**src/rtl/cp0_pkg.sv**
```systemverilog
// CP0 shared definitions: register numbers, ExcCode values, field bit positions.
// Latency: n/a (constants and a pure helper function only).
// Backpressure: n/a.
package cp0_pkg;

    // CP0 register numbers used by mtc0/mfc0
    localparam logic [4:0] REG_SR    = 5'd12;
    localparam logic [4:0] REG_CAUSE = 5'd13;
    localparam logic [4:0] REG_EPC   = 5'd14;
    localparam logic [4:0] REG_PRID  = 5'd15;

    // ExcCode values
    localparam logic [4:0] EXC_INT  = 5'd0;
    localparam logic [4:0] EXC_ADEL = 5'd4;
    localparam logic [4:0] EXC_ADES = 5'd5;
    localparam logic [4:0] EXC_RI   = 5'd10;
    localparam logic [4:0] EXC_OV   = 5'd12;

    // Field positions inside SR and Cause
    localparam int SR_IM_LSB     = 10;
    localparam int SR_EXL_BIT    = 1;
    localparam int SR_IE_BIT     = 0;
    localparam int CAUSE_BD_BIT  = 31;
    localparam int CAUSE_IP_LSB  = 10;
    localparam int CAUSE_EXC_LSB = 2;

    // EPC always holds a word-aligned address
    function automatic logic [31:0] word_align(input logic [31:0] a);
        return {a[31:2], 2'b00};
    endfunction

endpackage

```
**src/rtl/cp0_req_gen.sv**
```systemverilog
// CP0 request generator: interrupt/exception request and the ExcCode to record.
// Latency: purely combinational, same cycle.
// Backpressure: none; EXL=1 masks every new request so nested events are dropped.
import cp0_pkg::*;

module cp0_req_gen (
    input  logic       exl_i,
    input  logic       ie_i,
    input  logic [5:0] im_i,
    input  logic [5:0] hw_int_i,
    input  logic [4:0] m_exc_code_i,
    output logic       int_req_o,
    output logic       exc_req_o,
    output logic       req_o,
    output logic [4:0] exc_code_o
);

    // Interrupt wins over a simultaneous exception and is logged as ExcCode 0
    always_comb begin
        int_req_o  = ie_i & ~exl_i & (|(im_i & hw_int_i));
        exc_req_o  = ~exl_i & (m_exc_code_i != EXC_INT);
        req_o      = int_req_o | exc_req_o;
        exc_code_o = int_req_o ? EXC_INT : m_exc_code_i;
    end

endmodule

```
**src/rtl/cp0_exc_ctrl.sv**
```systemverilog
// CP0 exception/interrupt controller: owns SR, Cause, EPC, PRId; flush request and eret return.
// Latency: req/exl_clr/epc_out/cp0_rdata combinational; state visible one cycle after update.
// Backpressure: none. Optional macro CP0_EPC_BYPASS_EN forwards an mtc0 EPC to epc_out on eret.
import cp0_pkg::*;

module cp0_exc_ctrl #(
    parameter logic [31:0] PRID_VAL   = 32'h2022_0007,
    parameter logic [31:0] HANDLER_PC = 32'h0000_4180
) (
    input  logic        clk,
    input  logic        reset,
    input  logic        we,
    input  logic [4:0]  cp0_addr,
    input  logic [31:0] cp0_wdata,
    output logic [31:0] cp0_rdata,
    input  logic [31:0] m_pc,
    input  logic        m_bd,
    input  logic [4:0]  m_exc_code,
    input  logic [5:0]  hw_int,
    input  logic        eret,
    output logic        req,
    output logic        exl_clr,
    output logic [31:0] epc_out,
    output logic [31:0] handler_pc
);

    logic [5:0]  sr_im_q,     sr_im_d;
    logic        sr_exl_q,    sr_exl_d;
    logic        sr_ie_q,     sr_ie_d;
    logic        cause_bd_q,  cause_bd_d;
    logic [5:0]  cause_ip_q,  cause_ip_d;
    logic [4:0]  cause_exc_q, cause_exc_d;
    logic [31:0] epc_q,       epc_d;

    logic        int_req;
    logic        exc_req;
    logic [4:0]  exc_code_sel;
    logic [31:0] sr_val;
    logic [31:0] cause_val;

    cp0_req_gen u_req_gen (
        .exl_i        (sr_exl_q),
        .ie_i         (sr_ie_q),
        .im_i         (sr_im_q),
        .hw_int_i     (hw_int),
        .m_exc_code_i (m_exc_code),
        .int_req_o    (int_req),
        .exc_req_o    (exc_req),
        .req_o        (req),
        .exc_code_o   (exc_code_sel)
    );

    assign exl_clr    = eret & ~req;
    assign handler_pc = HANDLER_PC;

    // Return PC; the bypass lets eret sit right behind an mtc0 EPC without a stall
`ifdef CP0_EPC_BYPASS_EN
    assign epc_out = (we && (cp0_addr == REG_EPC) && !req && eret) ? word_align(cp0_wdata) : epc_q;
`else
    assign epc_out = epc_q;
`endif

    // Assemble architectural SR/Cause images and the mfc0 read mux (no write-through)
    always_comb begin
        sr_val                                  = '0;
        sr_val[SR_IM_LSB +: 6]                  = sr_im_q;
        sr_val[SR_EXL_BIT]                      = sr_exl_q;
        sr_val[SR_IE_BIT]                       = sr_ie_q;
        cause_val                               = '0;
        cause_val[CAUSE_BD_BIT]                 = cause_bd_q;
        cause_val[CAUSE_IP_LSB +: 6]            = cause_ip_q;
        cause_val[CAUSE_EXC_LSB +: 5]           = cause_exc_q;
        case (cp0_addr)
            REG_SR:    cp0_rdata = sr_val;
            REG_CAUSE: cp0_rdata = cause_val;
            REG_EPC:   cp0_rdata = epc_q;
            REG_PRID:  cp0_rdata = PRID_VAL;
            default:   cp0_rdata = '0;
        endcase
    end

    // Next state: exception entry beats mtc0; eret clears EXL after any SR write
    always_comb begin
        sr_im_d     = sr_im_q;
        sr_exl_d    = sr_exl_q;
        sr_ie_d     = sr_ie_q;
        cause_bd_d  = cause_bd_q;
        cause_ip_d  = hw_int;
        cause_exc_d = cause_exc_q;
        epc_d       = epc_q;
        if (req) begin
            sr_exl_d    = 1'b1;
            cause_bd_d  = m_bd;
            cause_exc_d = exc_code_sel;
            epc_d       = word_align(m_bd ? (m_pc - 32'd4) : m_pc);
        end else begin
            if (we) begin
                case (cp0_addr)
                    REG_SR: begin
                        sr_im_d  = cp0_wdata[SR_IM_LSB +: 6];
                        sr_exl_d = cp0_wdata[SR_EXL_BIT];
                        sr_ie_d  = cp0_wdata[SR_IE_BIT];
                    end
                    REG_EPC: epc_d = word_align(cp0_wdata);
                    default: ;
                endcase
            end
            if (exl_clr) begin
                sr_exl_d = 1'b0;
            end
        end
    end

    // CP0 state registers with asynchronous active-low reset
    always_ff @(posedge clk or negedge reset) begin
        if (!reset) begin
            sr_im_q     <= '0;
            sr_exl_q    <= 1'b0;
            sr_ie_q     <= 1'b0;
            cause_bd_q  <= 1'b0;
            cause_ip_q  <= '0;
            cause_exc_q <= '0;
            epc_q       <= '0;
        end else begin
            sr_im_q     <= sr_im_d;
            sr_exl_q    <= sr_exl_d;
            sr_ie_q     <= sr_ie_d;
            cause_bd_q  <= cause_bd_d;
            cause_ip_q  <= cause_ip_d;
            cause_exc_q <= cause_exc_d;
            epc_q       <= epc_d;
        end
    end

endmodule
```
**config.mk**
```make
export PLATFORM = sky130hd
export DESIGN_NAME = cp0_exc_ctrl
export DESIGN_NICKNAME = d
export VERILOG_FILES = /design/src/rtl/cp0_pkg.sv /design/src/rtl/cp0_req_gen.sv /design/src/rtl/cp0_exc_ctrl.sv
export SDC_FILE = /design/constraint.sdc
export NUM_CORES = 1
export LEC_CHECK = 0
export CAP_MARGIN = 20
export CORE_MARGIN = 2
export CORE_UTILIZATION = 37
export DETAILED_ROUTE_END_ITERATION = 10
export PLACE_DENSITY_LB_ADDON = 0.12
export REMOVE_ABC_BUFFERS = 1
export SLEW_MARGIN = 30
export SYNTH_ARGS = -nofsm -noshare
export SYNTH_HDL_FRONTEND = slang
export SYNTH_HIERARCHICAL = 1
export SYNTH_SLANG_ARGS = --single-unit
```
**constraint.sdc**
```tcl
create_clock -name clk -period 2.6 [get_ports clk]
set_clock_uncertainty 0.1 [all_clocks]
set_input_delay 0.52 -clock clk [delete_from_list [all_inputs] [get_ports clk]]
set_output_delay 0.52 -clock clk [all_outputs]
set_load 0.01 [all_outputs]
```
Yosys cells after proc, flatten, opt, wreduce, memory -nomap -nowiden

Index checks and enable logic that the tools add are counted.

Bits in registers: 52
Output and inout port bits: 98
Logic and storage cells: 39

Add/sub/neg operators: 1
Equality and inequality tests: 4
Multiplexer cells: 10
Bitwise operators: 8
Reductions and logical operators: 9

Operator list:

| cell                    | number |
|---|---|
| $mux W32                | 4 |
| $pmux W32 S4            | 1 |
| $sub A32 B3 Y32 const B | 1 |
| $eq A5 B4 Y1 const B    | 4 |
| $and A6 B6 Y6           | 1 |
| $reduce_bool A3 Y1      | 2 |
| $reduce_or A6 Y1        | 1 |
| $mux W5                 | 1 |
| $reduce_bool A5 Y1      | 1 |
| $and A1 B1 Y1           | 4 |
| $mux W1                 | 4 |
| $reduce_and A2 Y1       | 2 |
| $reduce_bool A2 Y1      | 2 |
| $reduce_and A3 Y1       | 1 |
| $not A1 Y1              | 2 |
| $or A1 B1 Y1            | 1 |

Depth between registers and ports, before layout

Depth after elaboration: 8
Gate-level depth with buffers: 8
Mapped depth without buffers: 7

Hierarchy

Netlist, hierarchy kept.

Modules (own cells, without submodules):

| module       | times used | cells an instance | area an instance (um2) | seq. area each (um2) |
|---|---|---|---|---|
| cp0_exc_ctrl | 1          | 420               | 3609.7                 | 1251.2 |
| cp0_req_gen  | 1          | 14                | 113.9                  | 0.0 |

Worst setup path after synthesis

OpenSTA, ideal clock, no wires.

Path type: input -> output
Start point: in hw_int[1]
End point: out exl_clr
Data arrival time: 2.167 ns
Data required time: 1.980 ns
Slack: -0.187 ns
Stages: 7
Buffers on the path: 3
Path through: a22oi_2 a311oi_4 or2_1 clkbuf_1 clkbuf_1 buf_1 nor2b_1

Word-level cells in the longest chain between the ends: 6

RTL lines:

| what                 | line               | text |
|---|---|---|
| from (decl)          | cp0_exc_ctrl.sv:19 | `input logic [5:0] hw_int,` |
| $and A6 B6 Y6        | cp0_req_gen.sv:20  | `int_req_o = ie_i & ~exl_i & (\|(im_i & hw_int_i));` |
| $reduce_or A6 Y1     | cp0_req_gen.sv:20  |  |
| $and A1 B1 Y1        | cp0_req_gen.sv:20  |  |
| net int_req          | cp0_exc_ctrl.sv:35 | `logic int_req;` |
| $or A1 B1 Y1         | cp0_req_gen.sv:22  | `req_o = int_req_o \| exc_req_o;` |
| net req              | cp0_exc_ctrl.sv:21 | `output logic req,` |
| $not A1 Y1 (no line) | -                  |  |
| $and A1 B1 Y1        | cp0_exc_ctrl.sv:53 | `assign exl_clr = eret & ~req;` |
| to (decl)            | cp0_exc_ctrl.sv:22 | `output logic exl_clr,` |

The timed path passes the listed nets, and every way through them passes these cells.

Final worst setup path

Start point: in m_pc[10]
End point: reg epc_q[18] (netlist: epc_out[18])

Word-level cells in the longest chain between the ends: 3

RTL lines:

| what                 | line                | text |
|---|---|---|
| from (decl)          | cp0_exc_ctrl.sv:16  | `input logic [31:0] m_pc,` |
| $sub A32 B3 Y32      | cp0_exc_ctrl.sv:95  | `epc_d = word_align(m_bd ? (m_pc - 32'd4) : m_pc);` |
| $mux W32             | cp0_exc_ctrl.sv:95  |  |
| $mux W32             | cp0_exc_ctrl.sv:91  | `if (req) begin` |
| to (signal assigned) | cp0_exc_ctrl.sv:131 | `epc_q <= epc_d;` |
| to (decl)            | cp0_exc_ctrl.sv:33  | `logic [31:0] epc_q, epc_d;` |

Every way passes these cells.
A chain may end at the register's enable or synchronous reset.

==> flow_summary_export.csv <==
group,metric,value,unit
timing,timing.final.ws_setup,-6.827,ps
placement,routabilityCongestion,0.8497,
global_routing,grt_start_max_net_pins,51,
yosys,yosys.area.top_type_share,33.60,%
worst_setup_path,ff2ff_path_depth,9,
timing,holdWs,75.66,ps
power,power_density,657.5,nW/µm²
worst_setup_path,cp.depth,5,
power,comb_power_share,51.0,%
floorplanning,die_area,10880,µm²
finish,final_area,5816,µm²
timing,fmax,383.6,MHz
power,p_int,2.371,mW
clocking,cts_buffer_depth,2,
yosys,synth_area,3724,µm²
worst_setup_path,critPathCaptureType,"register",
worst_setup_path,path_class,"input pin to register",
finish,area_growth,56.18,%
timing,slew_viol_final,0,
yosys,synthFlopType,"dfrtp_1",
timing,post-route-period-util,100.3,%
clocking,clk_latency,310,ps
worst_setup_path,cpMaxStageDelayCell,"or4_4",
worst_setup_path,worstSetupEndpoint,"epc_out[18]",
power,netSwitchingPower,1.453,mW
detailed_routing,antenna_left,0,
worst_setup_path,rr_startpoint,"sr_im_q[1]",
clocking,numCtsBuffers,5,
placement,numPortBuffers,146,
worst_setup_path,path_delay_family,"simple AND/OR/NAND/NOR gates",
placement,dp_slack,-398.8,ps
yosys,synth-warning-count,6,
power,power,3.824,mW
clocking,root_buffer,"clkbuf_8",
worst_setup_path,cp_max_fo,7,
clocking,cts_tree,"built",
min_path,hold_class,"input pin to asynchronous set/reset pin",
global_routing,antenna_found_initial,0,
timing,hold_viol,0,
detailed_routing,drtPass1Iterations,8,
worst_setup_path,startpoint_type,"input pin",
floorplanning,initial_utilization,38.10,%
timing,layout_min_cycle_time,2607,ps
floorplanning,die_x,104.3,µm
finish,layout-drive-gt1-share,20.67,%
detailed_routing,wl_met3,1.074,mm
clocking,cts.sinks,50,
placement,placed_cell_area,5569,µm²
finish,final_nets,709,
run_status,status,"finished with violations",
worst_setup_path,crit_start,"m_pc[10]",
floorplanning,rows,36,
power,clockPowerShare,13.0,%
detailed_routing,drc,0,
power,sequentialPowerShare,36.0,%
floorplanning,num_io_pins,183,
global_routing,grt_pass1_wl,21.30,mm
global_routing,grt_overflow,0,
worst_setup_path,r2r_setup_slack,370,ps
power,p_sw_share,38.00,%
worst_setup_path,path_cells,"clkdlybuf4s50_1 -> or4_4 -> or4_4 -> or4_1 -> a31oi_1",
yosys,syn_inst,434,
worst_setup_path,cp.required,2750,ps
power,leakage,2.622,nW
detailed_routing,met2WireLength,6.786,mm
detailed_routing,top_layer_used,"met4",
placement,dp_cells,738,
global_routing,grt_pass1_vias,4121,
floorplanning,core-area,9774,µm²
yosys,synth_area_leaders,"dfrtp_1, and3_1, buf_4",
detailed_routing,wire_per_inst,18.38,µm
yosys,ys_types,52,
yosys,ys_seq_area_share,33.60,%
floorplanning,die_h,104.3,µm
detailed_routing,routed_wl,13.91,mm
yosys,synthArstFlopShare,100.0,%
timing,setup_viol,1,
power,ir_worst_vdd,0.3216,mV
timing,tns,-6.827,ps
run_status,failed_checks,"negative setup slack",
finish,n_fill_cell,903,
yosys,synth_top_area_cell,"dfrtp_1",
timing,rsz0062_at_grt,"yes",
worst_setup_path,critical_path.max_stage_delay,580,ps
clocking,h-tree-depth,2,
worst_setup_path,cp.arrival,2760,ps
finish,fin_cells,757,
worst_setup_path,crit_top_cell,"or4_4",
worst_setup_path,worst-path-buf-inv,1,
detailed_routing,vias_per_cell,5.536,
yosys,synth_edf_count,0,
yosys,ys_ff_latch,50,
placement,dpl.hpwl,10.10,mm
detailed_routing,wl_met1,5.782,mm
worst_setup_path,reg2reg_to,"epc_out[20]",
clocking,hold_buffers,0,
clocking,clkSlewWorstSetupHoldPaths,100,ps
detailed_routing,drt_iter0_markers,303,
global_routing,grt_usage,24.46,%
yosys,syn_avg_cell_area,8.580,µm²
finish,antenna_cells,0,
finish,fin_util,59.50,%
detailed_routing,dr_total_vias,4191,
job,maxCapViolCount,0,
==> synth_stat cells (8+ instances only) <==
library cell and number:
xor2_1 8, dfrtp_1 50, nor2_1 34, mux2i_1 11, nor3_1 16, and3_1 45, a21oi_1 21, buf_4 34
nand2_1 19, nor2b_1 8, mux2_2 13, nor4_1 14, clkbuf_1 26, a211oi_1 28
==> layout make-up <==
cell class | instances | area (µm²) | area share, %
clock buffer | 7 | 86.33 | 1.485
inverter | 7 | 26.28 | 0.4518
clock inverter | 1 | 5.005 | 0.08606
tap | 133 | 166.4 | 2.861
timing repair buffer | 215 | 1988 | 34.19
multi-input combinational | 344 | 2292 | 39.41
sequential | 50 | 1251 | 21.51
==> cells by family (layout without fill, tap and decap cells) <==
logic type                 after synthesis  in the layout  synth area share, %
muxes                                   24             24                6.889
xor gates and xnor gates                11             11                2.588
DFF                                     50             50                33.60
and+or+nand+nor                        180            181                27.29
other                                    2             34               0.2017
buffers and inverters                   73            230                11.02
AOI/OAI and AO/OA                       93             93                18.08
adders and majority gates                1              1               0.3360
==> sequential cells by signal (all words and copies together), names as in the netlist <==
signal / flops
sr_ie_q: 1
sr_exl_q: 1
cause_bd_q: 1
cause_ip_q: 6
cause_exc_q: 5
sr_im_q: 6
epc_out: 30
==> worst min path at each step <==
stage	end	cells after the start	from
detailed placement	cause_exc_q[0]	1	cause_exc_q[0]
finish	cause_ip_q[2]	2	reset
global route	epc_out[24]	2	reset
global placement	cause_exc_q[0]	1	cause_exc_q[0]
CTS	cause_ip_q[2]	2	reset
floorplan	cause_bd_q	0	reset
==> layout by cell type, fill, tap and decap left out, drive strengths merged, types with 13 or more instances in the layout <==
cell type      netlist  final
conb                 2     34
nand2               19     19
dfrtp               50     50
dlygate4sd2          0     13
mux2                13     13
and3                45     45
clkdlybuf4s50        0    108
clkbuf              26     16
nor3                16     16
nor2                34     34
buf                 40     73
a211oi              28     28
a21oi               21     21
nor4                14     14
==> per-layer routing <==
layer / track usage, % / vias up
met5: 0 / -
met4: 7.529 / 0
met3: 4.449 / 26
met2: 41.88 / 235
met1: 31.18 / 2003
li1: - / 1927
==> worst register-to-register path, delay by kind of cell, from the launching register on <==
kind / cells / cell delay, ps
simple gates: 3 / 440
flops: 1 / 390
buf+inv: 3 / 550
compound gates: 3 / 650
==> power groups by stage <==
stage | clock (mW) | sequential (mW) | combinational (mW)
4_1_cts | 0.502 | 1.38 | 1.89
3_5_place_dp | 0 | 1.39 | 1.87
5_1_grt | 0.541 | 1.42 | 2.11
3_3_place_gp | 0 | 1.37 | 1.85
6_report | 0.496 | 1.38 | 1.95
2_1_floorplan | 0 | 1.42 | 0.803
==> timing repair <==
item | 4_1_cts | 5_1_grt
resized for setup | 65 | 38
endpoints found under the setup margin | 34 | 42
cloned | 1 | 2
buffers inserted | 5 | 3
pin swaps | 4 | 11
(Power assumes the default switching activity.)
